### config.mk
export PLATFORM = sky130hd
export DESIGN_NAME = mips_fetch_queue
export DESIGN_NICKNAME = d
export VERILOG_FILES = /design/src/rtl/mips_fetch_queue.sv
export SDC_FILE = /design/constraint.sdc
export NUM_CORES = 1
export LEC_CHECK = 0
export ABC_AREA = 1
export CAP_MARGIN = 20
export CORE_MARGIN = 10
export CORE_UTILIZATION = 61
export CTS_CLUSTER_SIZE = 40
export DETAILED_ROUTE_END_ITERATION = 16
export DONT_BUFFER_PORTS = 1
export PLACE_DENSITY = 0.75
export SLEW_MARGIN = 20
export SYNTH_ARGS = -nofsm -noshare
export SYNTH_HDL_FRONTEND = slang
export SYNTH_SLANG_ARGS = --single-unit
### constraint.sdc
create_clock -name clk -period 11.9 [get_ports clk]
set_input_delay 2.38 -clock clk [delete_from_list [all_inputs] [get_ports clk]]
set_output_delay 2.38 -clock clk [all_outputs]
set_load 0.03 [all_outputs]
### src/rtl/mips_fetch_queue.sv
// Purpose : MIPS instruction-fetch stage; owns the PC, reads a combinational ROM and
//           buffers {instr, pc+PC_INC} in a DEPTH-entry prefetch FIFO in front of ID.
// Latency : fetch in cycle N is visible at id_* in N+1 (empty queue); a redirect target
//           is valid two cycles after redirect is asserted.
// Backpressure: id_ready=0 stalls ID; the queue fills to DEPTH and then the PC holds.
// Ports   : clk/reset (sync, active-high) | imem_addr/imem_data (ROM, same-cycle data)
//           redirect/redirect_pc (taken branch from MEM, flushes the queue)
//           id_valid/id_ready/id_instr/id_pc4 (head entry to ID) | occupancy (entries held)
module mips_fetch_queue #(
   parameter int               WIDTH    = 32,
   parameter int               DEPTH    = 4,
   parameter logic [WIDTH-1:0] RESET_PC = '0,
   parameter logic [WIDTH-1:0] PC_INC   = WIDTH'(4)
) (
   input  logic                       clk,
   input  logic                       reset,
   output logic [WIDTH-1:0]           imem_addr,
   input  logic [WIDTH-1:0]           imem_data,
   input  logic                       redirect,
   input  logic [WIDTH-1:0]           redirect_pc,
   input  logic                       id_ready,
   output logic                       id_valid,
   output logic [WIDTH-1:0]           id_instr,
   output logic [WIDTH-1:0]           id_pc4,
   output logic [$clog2(DEPTH):0]     occupancy
);

   localparam int            AW       = $clog2(DEPTH);
   localparam logic [AW:0]   OCC_FULL = (AW+1)'(DEPTH);
   localparam logic [AW:0]   OCC_ONE  = (AW+1)'(1);
   localparam logic [AW-1:0] PTR_ONE  = AW'(1);

   logic [WIDTH-1:0] r_pc;
   logic [AW-1:0]    r_wr_ptr;
   logic [AW-1:0]    r_rd_ptr;
   logic [AW:0]      r_occ;
   logic [WIDTH-1:0] r_instr_q [DEPTH];
   logic [WIDTH-1:0] r_pc4_q   [DEPTH];

   logic             w_valid;
   logic             w_pop;
   logic             w_push;
   logic [WIDTH-1:0] w_pc4;

   assign w_valid = (r_occ != '0);
   assign w_pop   = w_valid & id_ready;
   // A full queue still accepts a fetch when the head leaves in the same cycle,
   // which is what keeps the stream gap-free when ID releases a stall.
   assign w_push  = ~redirect & ((r_occ < OCC_FULL) | w_pop);
   assign w_pc4   = r_pc + PC_INC;

   // Pointers, occupancy and PC. Redirect flushes everything and wins over
   // push/pop; a pop offered in the redirect cycle is dropped with the flush.
   always_ff @(posedge clk) begin
      if (reset) begin
         r_pc     <= RESET_PC;
         r_wr_ptr <= '0;
         r_rd_ptr <= '0;
         r_occ    <= '0;
      end else if (redirect) begin
         r_pc     <= redirect_pc;
         r_wr_ptr <= '0;
         r_rd_ptr <= '0;
         r_occ    <= '0;
      end else begin
         if (w_push) begin
            r_pc     <= w_pc4;
            r_wr_ptr <= r_wr_ptr + PTR_ONE;
         end
         if (w_pop) begin
            r_rd_ptr <= r_rd_ptr + PTR_ONE;
         end
         case ({w_push, w_pop})
            2'b10:   r_occ <= r_occ + OCC_ONE;
            2'b01:   r_occ <= r_occ - OCC_ONE;
            default: r_occ <= r_occ;
         endcase
      end
   end

   // Entry storage; contents behind the pointers are don't-care, so no reset.
   always_ff @(posedge clk) begin
      if (!reset && w_push) begin
         r_instr_q[r_wr_ptr] <= imem_data;
         r_pc4_q[r_wr_ptr]   <= w_pc4;
      end
   end

   assign imem_addr = r_pc;
   assign id_valid  = w_valid;
   // An empty queue shows a nop rather than stale storage.
   assign id_instr  = w_valid ? r_instr_q[r_rd_ptr] : '0;
   assign id_pc4    = w_valid ? r_pc4_q[r_rd_ptr]   : '0;
   assign occupancy = r_occ;

endmodule

* After elaboration in Yosys (flattened, before gate mapping)
Memories as Yosys holds them, arrays and structs flattened. A register that Yosys moved wholly into a read port is not among the register bits.
Cells that the tools add are included.
W data, S select, Z words.
** Cells by class
- Equality and inequality tests :: 2
- $lt $le $gt $ge :: 1
- Bitwise gates (word level) :: 4
- Mux-type cells :: 11
- Add/subtract/negate cells :: 5
- Reductions and logical operators :: 6
** Operator list (number)
- $mux W32 :: 4
- $add A32 B3 Y32 const B :: 1
- $mux W2 :: 4
- $pmux W3 S2 :: 1
- $add A2 B1 Y2 const B :: 2
- $reduce_bool A2 Y1 :: 2
- $add A3 B1 Y3 const B :: 1
- $lt A3 B3 Y1 const B :: 1
- $reduce_bool A3 Y1 :: 1
- $sub A3 B1 Y3 const B :: 1
- $and A1 B1 Y1 :: 2
- $eq A2 B1 Y1 const B :: 1
- $eq A2 B2 Y1 const B :: 1
- $mux W1 :: 2
- $reduce_or A2 Y1 :: 1
- $logic_and A1 B1 Y1 :: 1
- $logic_not A1 Y1 :: 1
- $not A1 Y1 :: 1
- $or A1 B1 Y1 :: 1
** Word-level totals
- Word-level logic and storage cells :: 35
- Register bits :: 39
- RAM bits :: 256
- Memories kept :: 2
- Output and inout bits :: 100
** Memory list
- r_instr_q :: words 4, width 32, rd ports 1, clocked after memory_dff 1, write ports 1, RTL line 37 : logic [WIDTH-1:0] r_instr_q [DEPTH];
- r_pc4_q :: words 4, width 32, rd ports 1, clocked after memory_dff 1, write ports 1, RTL line 38 : logic [WIDTH-1:0] r_pc4_q [DEPTH];

* Logic depth before layout (Yosys ltp)
Gate-level depths: netlist of the first run.
- Depth in word-level cells :: 7
- Gate-level depth with buffers :: 12
- Depth with buffers taken out :: 12

* Worst setup path before layout of the first run
No wires, ideal clock.
- Kind :: input port to flip-flop
- Start :: input port redirect
- End :: memory r_instr_q[0][0] (enable)
- Stages on the path :: 6
- Path slack :: 5561 ps
- Setup time :: 486 ps
- Arrival :: 5852 ps
- Cell sequence :: buf_2 -> nor2_4 -> inv_1 -> nor2_2 -> inv_1 -> nor2_1
** Between the ends
- Longest elaborated chain between the ends :: 5
** Ends and longest elaborated chain
- start: declaration :: RTL line 19 : input logic redirect,
- $not A1 Y1 :: RTL line 49 : assign w_push = ~redirect & ((r_occ < OCC_FULL) | w_pop);
- $and A1 B1 Y1 :: RTL line 49
- $logic_and A1 B1 Y1 :: RTL line 83 : if (!reset && w_push) begin
- $mux W1 :: RTL line 83
- $mux W1 (not written as such) :: RTL line 84 : r_instr_q[r_wr_ptr] <= imem_data;
- end: declaration :: RTL line 37
No other way between the ends.

==> flow_summary.ini, run 1 <==
[outcome]
status = completed

[power]
p_sw_uw = 496.8
sequentialPowerShare_pct = 54.5
p_comb_share_pct = 5.4
p_sw_share_pct = 22.78
internal-power_uw = 1684
ir_drop_mv = 0.1104
leakagePower_uw = 0.004667
finalPower_uw = 2181
power.density_mw_per_mm2 = 160.5
clockPowerShare_pct = 40.1

[critical_path]
rrSetupSlack_ns = 8.65
r2r-end = r_instr_q[2][5]
crit_family = buffers and inverters
slowest_stage = buf_4
crit_chain = buf_4 > nor2_1 > nor2_1 > o21ai_0 > a21oi_1
reg2regPathDepth = 6
critPathRequiredTime_ns = 9.52
cp_max_fo = 82
critPathMostFrequentCell = nor2_1
worstSetupPathType = register to primary output
cp.arrival_ns = 3.09
r2r_start = occupancy[2]
end_kind = primary output
cp_num_buf_inv = 1
cp-start-kind = register
critPathMaxStageDelay_ns = 0.79

[place]
gp_congestion = 0.9348
place_area_mm2 = 0.01265
hpwl_um = 17070
port_buffers = 0

[clock_tree]
cts_resized = 0
clk_latency_ns = 0.55
cts_sinks = 297
postCtsSetupRepairBufs = 0
h-tree-depth = 1
clock_path_buffers = 3
cts_hold_buf = 0
numCtsBuffers = 30
path_clk_slew_ns = 0.06
cts_tree = yes
clockRootBuffer = clkbuf_16

[sta]
drv_slew = 0
final_hold_viol_count = 0
min_period_over_period_pct = 45.98
finalSetupViolCount = 0
worst_pin_slew_ns = 1.024
fin_tns_setup_ns = 0
fin_crit_ns = 5.472
fmax_ghz = 0.1828
clock_skew_ns = 0.01865
relSlewSlack_pct = 31.60
grt_setup_unrepaired = no

[synth]
synth_commonest_cells = 289 x nor2_1, 256 x edfxtp_1, 143 x o21ai_0, 118 x nand2_1, 84 x a21oi_1
yosys.area.top_type_share_pct = 61.72
synthCells = 1134
synth_area_mm2 = 0.01246
synthTopCellsByArea = edfxtp_1 62%, nor2_1 8.7%, dfxtp_1 6.6%
synth-main-ff-cell = edfxtp_1
synth_seq_cells = 297
synth_cell_types = 34
yosys_warnings = 0
synth.most_common_cell = nor2_1
ys_seq_area_share_pct = 68.31
synth_edf_count = 256
yosys.area.top_type = edfxtp_1
syn-num-nets = 1209
avgSynthCellArea_um2 = 10.98
synth-async-reset-ratio_pct = 0

[floorplan]
core_mm2 = 0.02017
rows = 52
dieArea_mm2 = 0.02653
die_width_um = 162.9
initial_core_util_pct = 61.76
pin_count = 168
die_y_um = 162.9

[grt]
grt_pass1_vias = 7789
grt-ovfl-total = 0
globalRouteTotalUtil_pct = 20.58
antenna_found_initial = 0
grt_pass1_wl_um = 43340
grt_max_degree = 129

[detailed_routing]
vias = 8069
final_antenna_net_count = 0
drt_pass1_iterations = 5
wirelength_um = 28300
initialDrtViolationCount = 694
viasPerCell = 5.723
drt-wirelength-per-cell_um = 20.07
drc_errors = 0

[flow_run]
drv_cap = 0

[hold_path]
hold_class = register to register
hold_start = r_rd_ptr[0]
hold_path_depth = 1

[cells_and_area]
drive_gt1_share_pct = 8.070
final_nets = 1192
syn_to_final_growth_pct = 9.121
post-route-cell-area_mm2 = 0.01359
n_antenna_cell = 0
-- per-layer routing --
layer	up-vias	track usage, %	part of all wire, %
met5	-	0	0
met4	0	5.123	1.6
met3	36	5.536	8.9
met2	303	32.83	48
met1	3853	27.61	42
li1	3877	-	-
-- area by class of cell --
class	instances	area (µm²)
Multi-Input combinational cell	738	3576
Sequential cell	297	8513
Clock inverter	13	77.57
Inverter	40	151.4
Clock buffer	42	857.1
Fill cell	1507	6578
Timing Repair Buffer	10	78.83
Tap cell	270	337.8
-- kinds of logic (layout without fill, tap and decap cells) --
family                   Yosys count  count (layout)  share of synthesized area (%)
adder cells (fa/ha/maj)            7               7                         0.7634
AND/OR/NAND/NOR                  453             453                          15.07
buffers and inverters             99             105                          3.265
flip-flops                       297             297                          68.31
XOR/XNOR                          20              20                          1.768
AO/OA/AOI/OAI                    258             258                          10.83
-- registers in the layout (all words and copies together) (netlist names), named ones only --
| signal | flops |
|---|---|
| r_rd_ptr | 2 |
| r_pc4_q | 128 |
| r_instr_q | 128 |
| occupancy | 3 |
| r_wr_ptr | 2 |
| imem_addr | 32 |
-- how the worst max path moves through the flow --
| stage | end | cells after the start |
|---|---|---|
| final | id_instr[2] | 5 |
| after global routing | id_pc4[20] | 5 |
| after CTS | id_instr[19] | 5 |
| after detailed placement | r_instr_q[2][17] | 6 |
| after global placement | r_instr_q[2][14] | 6 |
| after floorplan | r_instr_q[0][0] | 6 |
-- through the flow --
stage / utilization [%] / setup slack [ns] / std cells / hold slack (ns)
2_1_floorplan: - / 5.561 / 1134 / 0.4356
3_5_place_dp: 62.74 / 6.696 / 1355 / 0.4680
4_1_cts: 67.37 / 6.391 / 1410 / 0.4813
5_1_grt: 67.39 / 6.222 / 1410 / 0.5170
6_report: 67.39 / 6.428 / 1410 / 0.4805
3_3_place_gp: 62.74 / 6.777 / 1355 / 0.4580
-- cell usage in the layout (no fill, tap or decap), types with 12 or more instances in the layout --
cell type and count:
inv_1 37, nand3_1 12, o21ai_0 143, a21oi_1 84
clkbuf_16 31, a22oi_1 15, nand2_1 118, nor2_1 285
dfxtp_1 39, edfxtp_1 256
-- worst reg2reg max path, stage by stage, from the launching register on --
cell	delay, ns
dfxtp_1	0.46
nand2_1	0.20
inv_1	0.09
nor2_2	0.37
inv_1	0.31
nor2_4	0.85
buf_4	0.58
-- power groups by stage --
stage	sequential (µW)	clock (µW)	combinational, µW
after detailed placement	1210	0	119
after global placement	1210	0	116
final	1190	874	118
after floorplan	1210	0	95.6
after global routing	1190	933	129
after CTS	1190	887	119
No activity file was read; power rests on OpenSTA's default activity.
==> run 2: changes to the inputs <==
--- a/config.mk
+++ b/config.mk
@@ -8,11 +8,11 @@
 export ABC_AREA = 1
 export CAP_MARGIN = 20
 export CORE_MARGIN = 10
-export CORE_UTILIZATION = 61
+export CORE_UTILIZATION = 57
 export CTS_CLUSTER_SIZE = 40
 export DETAILED_ROUTE_END_ITERATION = 16
 export DONT_BUFFER_PORTS = 1
-export PLACE_DENSITY = 0.75
+export PLACE_DENSITY = 0.73
 export SLEW_MARGIN = 20
 export SYNTH_ARGS = -nofsm -noshare
 export SYNTH_HDL_FRONTEND = slang
==> constraint.sdc (replaced) <==
create_clock -name clk -period 4.9 [get_ports clk]
set_input_delay 0.98 -clock clk [delete_from_list [all_inputs] [get_ports clk]]
set_output_delay 0.98 -clock clk [all_outputs]
set_load 0.03 [all_outputs]
==> flow_summary.ini, run 2 (synthesized netlist as in run 1, its figures left out) <==
[critical_path]
crit_chain = clkinv_2 > buf_4 > o21ai_0 > a21oi_1
r2r_start = occupancy[2]
crit_end = id_instr[10]
cp_num_buf_inv = 2
end_kind = primary output
worstSetupPathType = register to primary output
rrSetupSlack_ns = 2.13
worstSetupPathDepth = 4
crit_family = buffers and inverters
reg2regPathDepth = 6
cp_max_fo = 55
r2r-end = r_instr_q[3][29]
cp.arrival_ns = 3.03
critPathMaxStageDelay_ns = 0.75
slowest_stage = dfxtp_4
cp-start-kind = register
critPathRequiredTime_ns = 3.92

[sta]
final_hold_viol_count = 0
drv_slew = 0
whs_ns = 0.4640
fin_crit_ns = 4.007
min_period_over_period_pct = 81.77
relSlewSlack_pct = 34.25
worst_pin_slew_ns = 0.9863
clock_skew_ns = 0.008905
fmax_ghz = 0.2496
setup_ws_ns = 0.8934
grt_setup_unrepaired = no
finalSetupViolCount = 0

[floorplan]
rows = 54
pin_count = 168
core_mm2 = 0.02169
die_width_um = 167.8
initial_core_util_pct = 57.43
die_y_um = 167.8
dieArea_mm2 = 0.02817

[clock_tree]
postCtsSetupRepairBufs = 0
numCtsBuffers = 30
clockRootBuffer = clkbuf_16
path_clk_slew_ns = 0.06
h-tree-depth = 1
clock_path_buffers = 3
clk_latency_ns = 0.54
cts_tree = yes
cts_sinks = 297
cts_resized = 0
cts_hold_buf = 0

[flow_run]
drv_cap = 0

[cells_and_area]
stdcell_count = 1424
final_nets = 1195
drive_gt1_share_pct = 8.741
final_cell_mix = 285 x nor2_1, 256 x edfxtp_1, 143 x o21ai_0
n_antenna_cell = 0
syn_to_final_growth_pct = 10.15
layout_commonest_cell = nor2_1

[detailed_routing]
wirelength_um = 28610
vias = 8083
viasPerCell = 5.676
drt_pass1_iterations = 5
drc_errors = 0
final_antenna_net_count = 0
initialDrtViolationCount = 676
drt-wirelength-per-cell_um = 20.09

[grt]
grt_max_degree = 67
globalRouteTotalUtil_pct = 19.74
grt_pass1_vias = 8015
grt_pass1_wl_um = 44860
antenna_found_initial = 0
grt-ovfl-total = 0

[place]
gp_congestion = 0.9695
place_inst = 1368
hpwl_um = 17810
port_buffers = 0
post-place-ws_ns = 1.440

[power]
power.density_mw_per_mm2 = 396.4
ir_drop_mv = 0.2617
leakagePower_uw = 0.004719
finalPower_uw = 5439

[hold_path]
hold_class = register to register

[outcome]
status = completed
run 2: cell type report:
type	instances	area, µm²
flip-flops and latches	297	8513
fillers	1697	7969
multi-input cells	738	3576
clock buffers	39	825.8
well taps	280	350.3
clock inverters	17	180.2
inverters	40	151.4
repair buffers	13	122.6
run 2: per-stage QoR:
stage               area (µm²)  utilization, %  TNS, ns
floorplan                12460               -   -9.915
global placement         12710           58.62        0
detailed placement       12710           58.62        0
CTS                      13720           63.26        0
global route             13720           63.26        0
finish                   13720           63.26        0
run 2: worst min-delay path by stage:
| stage | startpoint | end | slack [ns] | cells after the start |
|---|---|---|---|---|
| CTS | r_rd_ptr[1] | register | 0.46 | 2 |
| floorplan | r_rd_ptr[1] | register | 0.44 | 2 |
| finish | r_rd_ptr[1] | register | 0.46 | 2 |
| global route | reset | imem_addr[18] | 0.48 | 1 |
| detailed placement | r_rd_ptr[1] | register | 0.45 | 2 |
| global placement | r_rd_ptr[1] | register | 0.45 | 2 |
run 2: per-layer routing:
metal  wire [µm]  GRT usage [%]
met1       11540          25.85
met2       13570          31.61
met3        2775          5.448
met4         722          5.791
met5           0              0
run 2: where the power goes:
group	internal, µW	switching, µW	total (µW)
sequential	2810	76.7	2890
clock	1350	913	2260
combinational	60.5	227	288
total	4220	1220	5440
run 2: worst register-to-register path: stages (launching register included):
cell and delay, ns:
dfxtp_1 0.46, nand2_1 0.21, inv_1 0.09, nor2_2 0.35, inv_1 0.31, nor2_4 0.62
buf_12 0.38
==> run 3: changes to the inputs <==
==> constraint.sdc (replaced) <==
create_clock -name clk -period 3.6 [get_ports clk]
set_input_delay 0.72 -clock clk [delete_from_list [all_inputs] [get_ports clk]]
set_output_delay 0.72 -clock clk [all_outputs]
set_load 0.03 [all_outputs]
==> flow_summary.ini, run 3 (synthesized netlist as in run 1, its figures left out) <==
[power]
finalPower_uw = 7549
leakagePower_uw = 0.004913
power.density_mw_per_mm2 = 537.8
ir_drop_mv = 0.3457

[detailed_routing]
drt-wirelength-per-cell_um = 19.48
drt_pass1_iterations = 6
initialDrtViolationCount = 613
wirelength_um = 28320
drc_errors = 0
final_antenna_net_count = 0
viasPerCell = 5.648
vias = 8212

[sta]
fin_tns_setup_ns = 0
drv_slew = 0
worst_pin_slew_ns = 0.8848
grt_setup_unrepaired = no
clock_skew_ns = 0.01468
setup_ws_ns = 0.2342
relSlewSlack_pct = 40.79
fin_crit_ns = 3.366
min_period_over_period_pct = 93.50
final_hold_viol_count = 0
fmax_ghz = 0.2971
finalSetupViolCount = 0

[cells_and_area]
post-route-cell-area_mm2 = 0.01404
stdcell_count = 1454
drive_gt1_share_pct = 10.56
n_antenna_cell = 0
syn_to_final_growth_pct = 12.69
layout_commonest_cell = nor2_1
final_nets = 1228
final_cell_mix = 285 x nor2_1, 256 x edfxtp_1, 143 x o21ai_0

[critical_path]
worstSetupPathType = register to primary output
end_kind = primary output
crit_chain = buf_4 > nor2_1 > nor2_1 > o21ai_0 > a21oi_1
cp.arrival_ns = 2.65
cp-start-kind = register
r2r_start = occupancy[2]
critPathMaxStageDelay_ns = 0.80
critPathRequiredTime_ns = 2.88
critPathMostFrequentCell = nor2_1
cp_max_fo = 61
slowest_stage = dfxtp_4

[clock_tree]
clockRootBuffer = clkbuf_16
clock_path_buffers = 3
cts_tree = yes
clk_latency_ns = 0.55
cts_hold_buf = 0
path_clk_slew_ns = 0.06
cts_resized = 0
cts_sinks = 297
h-tree-depth = 1
numCtsBuffers = 29
postCtsSetupRepairBufs = 0

[place]
gp_congestion = 0.8362
hpwl_um = 17570
place_area_mm2 = 0.01303
port_buffers = 0
place_inst = 1402
post-place-ws_ns = 0.7888

[grt]
grt_pass1_wl_um = 44710
globalRouteTotalUtil_pct = 19.41
grt_max_degree = 98
grt-ovfl-total = 0
grt_pass1_vias = 8240
antenna_found_initial = 0

[floorplan]
pin_count = 168
dieArea_mm2 = 0.02817
initial_core_util_pct = 57.43
core_mm2 = 0.02169
rows = 54
die_width_um = 167.8
die_y_um = 167.8

[outcome]
status = completed

[hold_path]
hold_class = input port to register
hold_start = reset

[flow_run]
drv_cap = 0
run 3: cell types whose count changed in the layout (fill, tap and decap cells not counted), moves of 4 or more:
cell,delta
clkinv_1,+4
clkinv_4,-4
buf_4,+29
clkinv_2,-5
bufinv_16,+4
buf_12,+5
run 3: power by group:
group	total (µW)	leakage (µW)	internal [µW]	switching (µW)
sequential	3930	0.00268	3830	105
combinational	425	0.00175	112	313
clock	3190	0.000480	1970	1220
total	7550	0.00491	5910	1630
run 3: worst max-delay path: cells and delay by family (launching register included):
kind                   cells  cell delay, ns
DFF                        1            0.80
and+or+nand+nor            2            0.17
buffers and inverters      1            0.41
AOI/OAI and AO/OA          2            0.71
run 3: worst paths after layout:
kind	end	slack (ns)	cells after the start
setup / recovery	id_instr[12]	0.23	5
hold / removal	imem_addr[18]	0.24	1
setup reg to reg	occupancy[2]	1.14	10
hold reg to reg	r_rd_ptr[0]	0.47	1
run 3: routing by layer:
layer,up-vias,wire length [µm],part of all wire (%),track usage [%]
li1,3945,-,-,-
met1,3910,11860,42,25.51
met2,310,13310,47,31.39
met3,47,2629,9.3,5.146
met4,0,530,1.9,5.110
met5,-,0,0,0
run 3: per-stage QoR:
| stage | util (%) | hold slack (ns) |
|---|---|---|
| 5_1_grt | 64.72 | 0.2265 |
| 2_1_floorplan | - | 0.4356 |
| 4_1_cts | 64.72 | 0.2183 |
| 6_report | 64.72 | 0.2370 |
| 3_5_place_dp | 60.08 | 0.4677 |
| 3_3_place_gp | 60.08 | 0.4563 |
run 3: area by class of cell:
| cell class | instances | area, µm² |
|---|---|---|
| inverter | 40 | 151.4 |
| tap | 280 | 350.3 |
| multi-input combinational | 738 | 3576 |
| sequential | 297 | 8513 |
| fill | 1614 | 7652 |
| clock buffer | 37 | 755.7 |
| timing repair buffer | 47 | 440.4 |
| clock inverter | 15 | 249.0 |
==> edit 1: new RTL, flow settings as in run 1 <==
Set the parameter `WIDTH` to 48 (it was 32).
--- a/src/rtl/mips_fetch_queue.sv
+++ b/src/rtl/mips_fetch_queue.sv
@@ -7,7 +7,7 @@
 //           redirect/redirect_pc (taken branch from MEM, flushes the queue)
 //           id_valid/id_ready/id_instr/id_pc4 (head entry to ID) | occupancy (entries held)
 module mips_fetch_queue #(
-   parameter int               WIDTH    = 32,
+   parameter int               WIDTH    = 48,
    parameter int               DEPTH    = 4,
    parameter logic [WIDTH-1:0] RESET_PC = '0,
    parameter logic [WIDTH-1:0] PC_INC   = WIDTH'(4)
Interface: changed (5 resized); port bits go from 168 to 248. No check against the original RTL was run, so the function may have changed too.
==> edit 1 against run 1 <==
Total power is 46% higher. Setup slack worse by 630 ps. Wire length is 61% higher. Sequential cell count is 144 higher. Design area is 48% higher. Core utilization is 0.16 points higher. Area after synthesis is 49% higher. Final cell count is 50% higher. Sequential share of layout area is 0.20 points higher. Largest cell class unchanged.
==> edit 1: results (changes against run 1) <==
- Met3 WL: 4580 microns (+81%)
- Placed cells: 2041 (+51%)
- Largest net degree at the start of global routing: 100 (-22%)
- Total number of vias: 12580 (+56%)
- Synth cell count leaders: nor2_1 (448), edfxtp_1 (384), o21ai_0 (213), nand2_1 (201), a21oi_1 (126)
- Layout cells sized above 1: 6.763% (-1.3 points)
- Dpl hpwl: 29170 microns (+71%)
- Vias in the first global route: 12130 (+56%)
- Top post-synthesis cells by area: edfxtp_1 (62%), nor2_1 (9.0%), dfxtp_1 (6.1%)
- Status: complete, no violations
- DR vias/cell: 5.933 (+3.7%)
- DR pass1 iterations: 5 (unchanged)
- Gp weighted congestion: 0.9734 (+4.1%)
- Drt wl/cell: 21.53 microns (+7.3%)
- Antenna violations before repair: 1 (+1)
- Syn Nets: 1839 (+52%)
- 1st-iter DRT viols: 1093 (+57%)
- DRT met1 WL: 18520 microns (+57%)
- TritonCTS buffer count: 44 (+47%)
- Met2 wire len: 21180 microns (+57%)
- H-tree levels: 2 (+1)
- All-Layer GR Usage: 23.53% (+2.9 points)
- Number of library cell types mapped by synthesis: 38 (+12%)
- Max Fanout on Critical Path: 99 (+21%)
- Peak supply drop: 0.0001060 V (-4.0%)
- Worst Path Arrival: 3730 ps (+640 ps)
- Fillers: 2185 (+45%)
- Post-synth EDFFs: 384 (+50%)
- Post-CTS setup buffer count: 0 (unchanged)
- Pleak: 6.979 nW (+50%)
- Clk_skew: 13.35 ps (-5.295 ps)
- First-pass GRT wire length: 70800 microns (+63%)
- Seq/Total Area, Yosys: 68.06% (-0.24 points)
- Dpl ws: 5658 ps (-1038 ps)
- Worst min-delay path category: reg2reg
- Measured slew at the worst slew-check pin: 1052 ps (+28.08 ps)
- Synth Instances: 1732 (+53%)
edit 1: cell count changes after synthesis, moves of 23 or more:
| cell | delta |
|---|---|
| nor2_1 | +159 |
| edfxtp_1 | +128 |
| nand2_1 | +83 |
| o21ai_0 | +70 |
| a21oi_1 | +42 |
| clkbuf_1 | +23 |
edit 1: report_power, final:
part | switching [W] | internal, W | leakage, nW
sequential | 0.0000471 | 0.00172 | 4.02
combinational | 0.000145 | 0.0000364 | 2.34
clock | 0.000540 | 0.000696 | 0.613
edit 1: worst max-delay path, cell delays in order, from the launching register on:
cell,delay [ps]
dfxtp_4,540
inv_4,720
buf_4,770
o21ai_0,200
a21oi_1,860
edit 1: worst paths after layout:
path	start	depth (start not counted)	end	slack, ps
max	flip-flop	4	id_pc4[28]	5790
min	r_rd_ptr[1]	2	flip-flop	480
max reg2reg	occupancy[2]	7	r_pc4_q[2][33]	8000
min reg2reg	r_rd_ptr[1]	2	flip-flop	480
edit 1: cells by family (layout without fill, tap and decap cells):
| family | Yosys count | in the layout | synth area share, % |
|---|---|---|---|
| adder cells (fa/ha/maj) | 7 | 7 | 0.5107 |
| XOR/XNOR | 29 | 29 | 1.646 |
| AO/OA/AOI/OAI | 379 | 379 | 10.60 |
| other | 0 | 1 | 0 |
| AND/OR/NAND/NOR | 720 | 720 | 15.84 |
| flip-flops | 441 | 441 | 68.06 |
| buffers and inverters | 156 | 154 | 3.340 |
edit 1: metal layers:
metal / up-vias / global-route usage [%]
li1: 5913 / -
met1: 5935 / 31.76
met2: 659 / 36.51
met3: 77 / 5.558
met4: 0 / 8.717
met5: - / 0
edit 1: per-stage QoR:
stage	hold WS [ps]	power (W)	cell area, sq um
floorplan	435.8	0.001935	18620
global placement	452.4	0.001977	18860
detailed placement	469.7	0.001982	18860
CTS	473.3	0.003202	20130
global route	507.8	0.003296	20180
finish	477.7	0.003185	20180
edit 1: area by class of cell:
| class | instances | share of cell area [%] |
|---|---|---|
| repair buffers | 15 | 0.7378 |
| flip-flops and latches | 441 | 62.83 |
| clock buffers | 64 | 5.934 |
| inverters | 62 | 1.172 |
| well taps | 390 | 2.418 |
| multi-input cells | 1135 | 26.57 |
| diodes | 1 | 0.01240 |
| clock inverters | 13 | 0.3162 |
==> edit 2: new RTL, settings of run 1 <==
Made on the original files. Reset style: asynchronous (`reset`), changed in one clocked block.
--- a/src/rtl/mips_fetch_queue.sv
+++ b/src/rtl/mips_fetch_queue.sv
@@ -51,7 +51,7 @@
 
    // Pointers, occupancy and PC. Redirect flushes everything and wins over
    // push/pop; a pop offered in the redirect cycle is dropped with the flush.
-   always_ff @(posedge clk) begin
+   always_ff @(posedge clk or posedge reset) begin
       if (reset) begin
          r_pc     <= RESET_PC;
          r_wr_ptr <= '0;
Function: differs if reset is asserted again (counterexample within 4 cycles, from zero or initial values and one cycle with reset high); with reset held inactive, the same outputs for 4 cycles.
==> edit 2 against run 1 <==
Area after synthesis increased by 0.79%. Critical path type unchanged. Setup slack got worse by 310 ps. Design area increased by 0.29%. Count of clock-buffer cells in the layout decreased by 4. Sequential cell count decreased by 2. Wire length increased by 1.0%. Synthesized cell count increased by 1.1%. Sequential share of layout area increased by 0.96 points. Via count increased by 1.7%. Core utilization about the same. Fmax decreased by 5.4%. Register-to-register slack got worse by 230 ps.
Power is not compared: it rests on default switching activity, and its combinational part moved more than twofold at a synthesized area within 25%.
==> edit 2: results (changes against run 1) <==
- Met2 wire len: 13480 microns (about the same)
- Final worst path period need: 5786 ps (+313.8 ps)
- Critical path's largest stage delay: 870 ps (+80 ps)
- Hold path endpoint: r_wr_ptr[0]
- Fillers: 1438 (-4.6%)
- Top post-synthesis cells by area: edfxtp_1 (61%), nor2_1 (8.8%), dfrtp_1 (7.8%)
- Synth cell count leaders: nor2_1 (296), edfxtp_1 (256), nand2_1 (164), o21ai_0 (134), a21oi_1 (68)
- DRT met1 WL: 11630 microns (-1.7%)
- Gp weighted congestion: 0.8776 (-6.1%)
- Max Fanout on Critical Path: 66 (-20%)
- Dpl ws: 6600 ps (-96.29 ps)
- Seq/Total Area, Yosys: 69.01% (+0.70 points)
- R2R Setup Slk: 8420 ps (-230 ps)
- First-pass GRT wire length: 44150 microns (+1.9%)
- Vias in the first global route: 7898 (+1.4%)
- Largest net degree at the start of global routing: 67 (-48%)
- All-Layer GR Usage: 20.86% (+0.27 points)
- CP max-delay cell: dfrtp_4
- Met1 usage: 28.12% (+0.51 points)
- CTS root buffer: clkbuf_16
- Total number of vias: 8209 (+1.7%)
- Clock network power: about 0.00084 W
- Number of library cell types mapped by synthesis: 30 (-12%)
- Hold wc startpoint: r_wr_ptr[0]
- Layout cells sized above 1: 7.578% (-0.49 points)
- GR Layer Usage met3: 5.512% (-0.024 points)
- Number of gates resized after CTS: 0 (unchanged)
- Met3 WL: 2883 microns (+14%)
- Async set-reset flop share out of synthesis: 13.22% (+13 points)
- Top-count cell post-synth: nor2_1
- TritonCTS buffer count: 28 (-6.7%)
- Port bufs: 0 (unchanged)
- 1st-iter DRT viols: 781 (+13%)
- Status: complete, no violations
- Worst r2r src: occupancy[2]
- Post-CTS setup buffer count: 0 (unchanged)
- Nets: 1201 (+0.76%)
- Clk_skew: 14.06 ps (-4.591 ps)
- H-tree levels: 1 (unchanged)
- GR Util met2: 33.01% (+0.18 points)
- Drt wl/cell: 20.16 microns (+0.43%)
- Setup crit end: id_pc4[15]
- Worst Path Arrival: 3410 ps (+320 ps)
- Measured slew at the worst slew-check pin: 1023 ps (-0.6956 ps)
- FF-to-FF End: r_pc4_q[3][15]
- Dpl hpwl: 18040 microns (+5.7%)
[edit 2: area by class of cell]
class | instances | share of cell area (%)
clock inverter | 13 | 0.7160
inverter | 40 | 1.111
clock buffer | 38 | 5.719
timing repair buffer | 11 | 0.6058
sequential | 295 | 63.59
tap | 270 | 2.478
multi-input combinational | 751 | 25.78
[edit 2: metrics by stage]
stage                     power, W  util [%]  hold slack, ps  instance area, sq um  cells
after floorplan           0.002019         -           497.5                 12550   1146
after global placement    0.002197     63.03           552.6                 12750   1367
after detailed placement  0.002210     63.03           597.9                 12750   1367
after CTS                 0.003048     67.36           609.9                 13630   1418
after global routing      0.003167     67.36           646.5                 13630   1418
final                     0.003023     67.36           608.2                 13630   1418
[edit 2: cell families after synthesis]
| family | Yosys count | synth area share (%) |
|---|---|---|
| xor gates and xnor gates | 14 | 1.276 |
| buffers and inverters | 100 | 3.269 |
| AOI/OAI and AO/OA | 225 | 9.418 |
| and+or+nand+nor | 506 | 16.37 |
| adders and majority gates | 6 | 0.6578 |
| DFF | 295 | 69.01 |
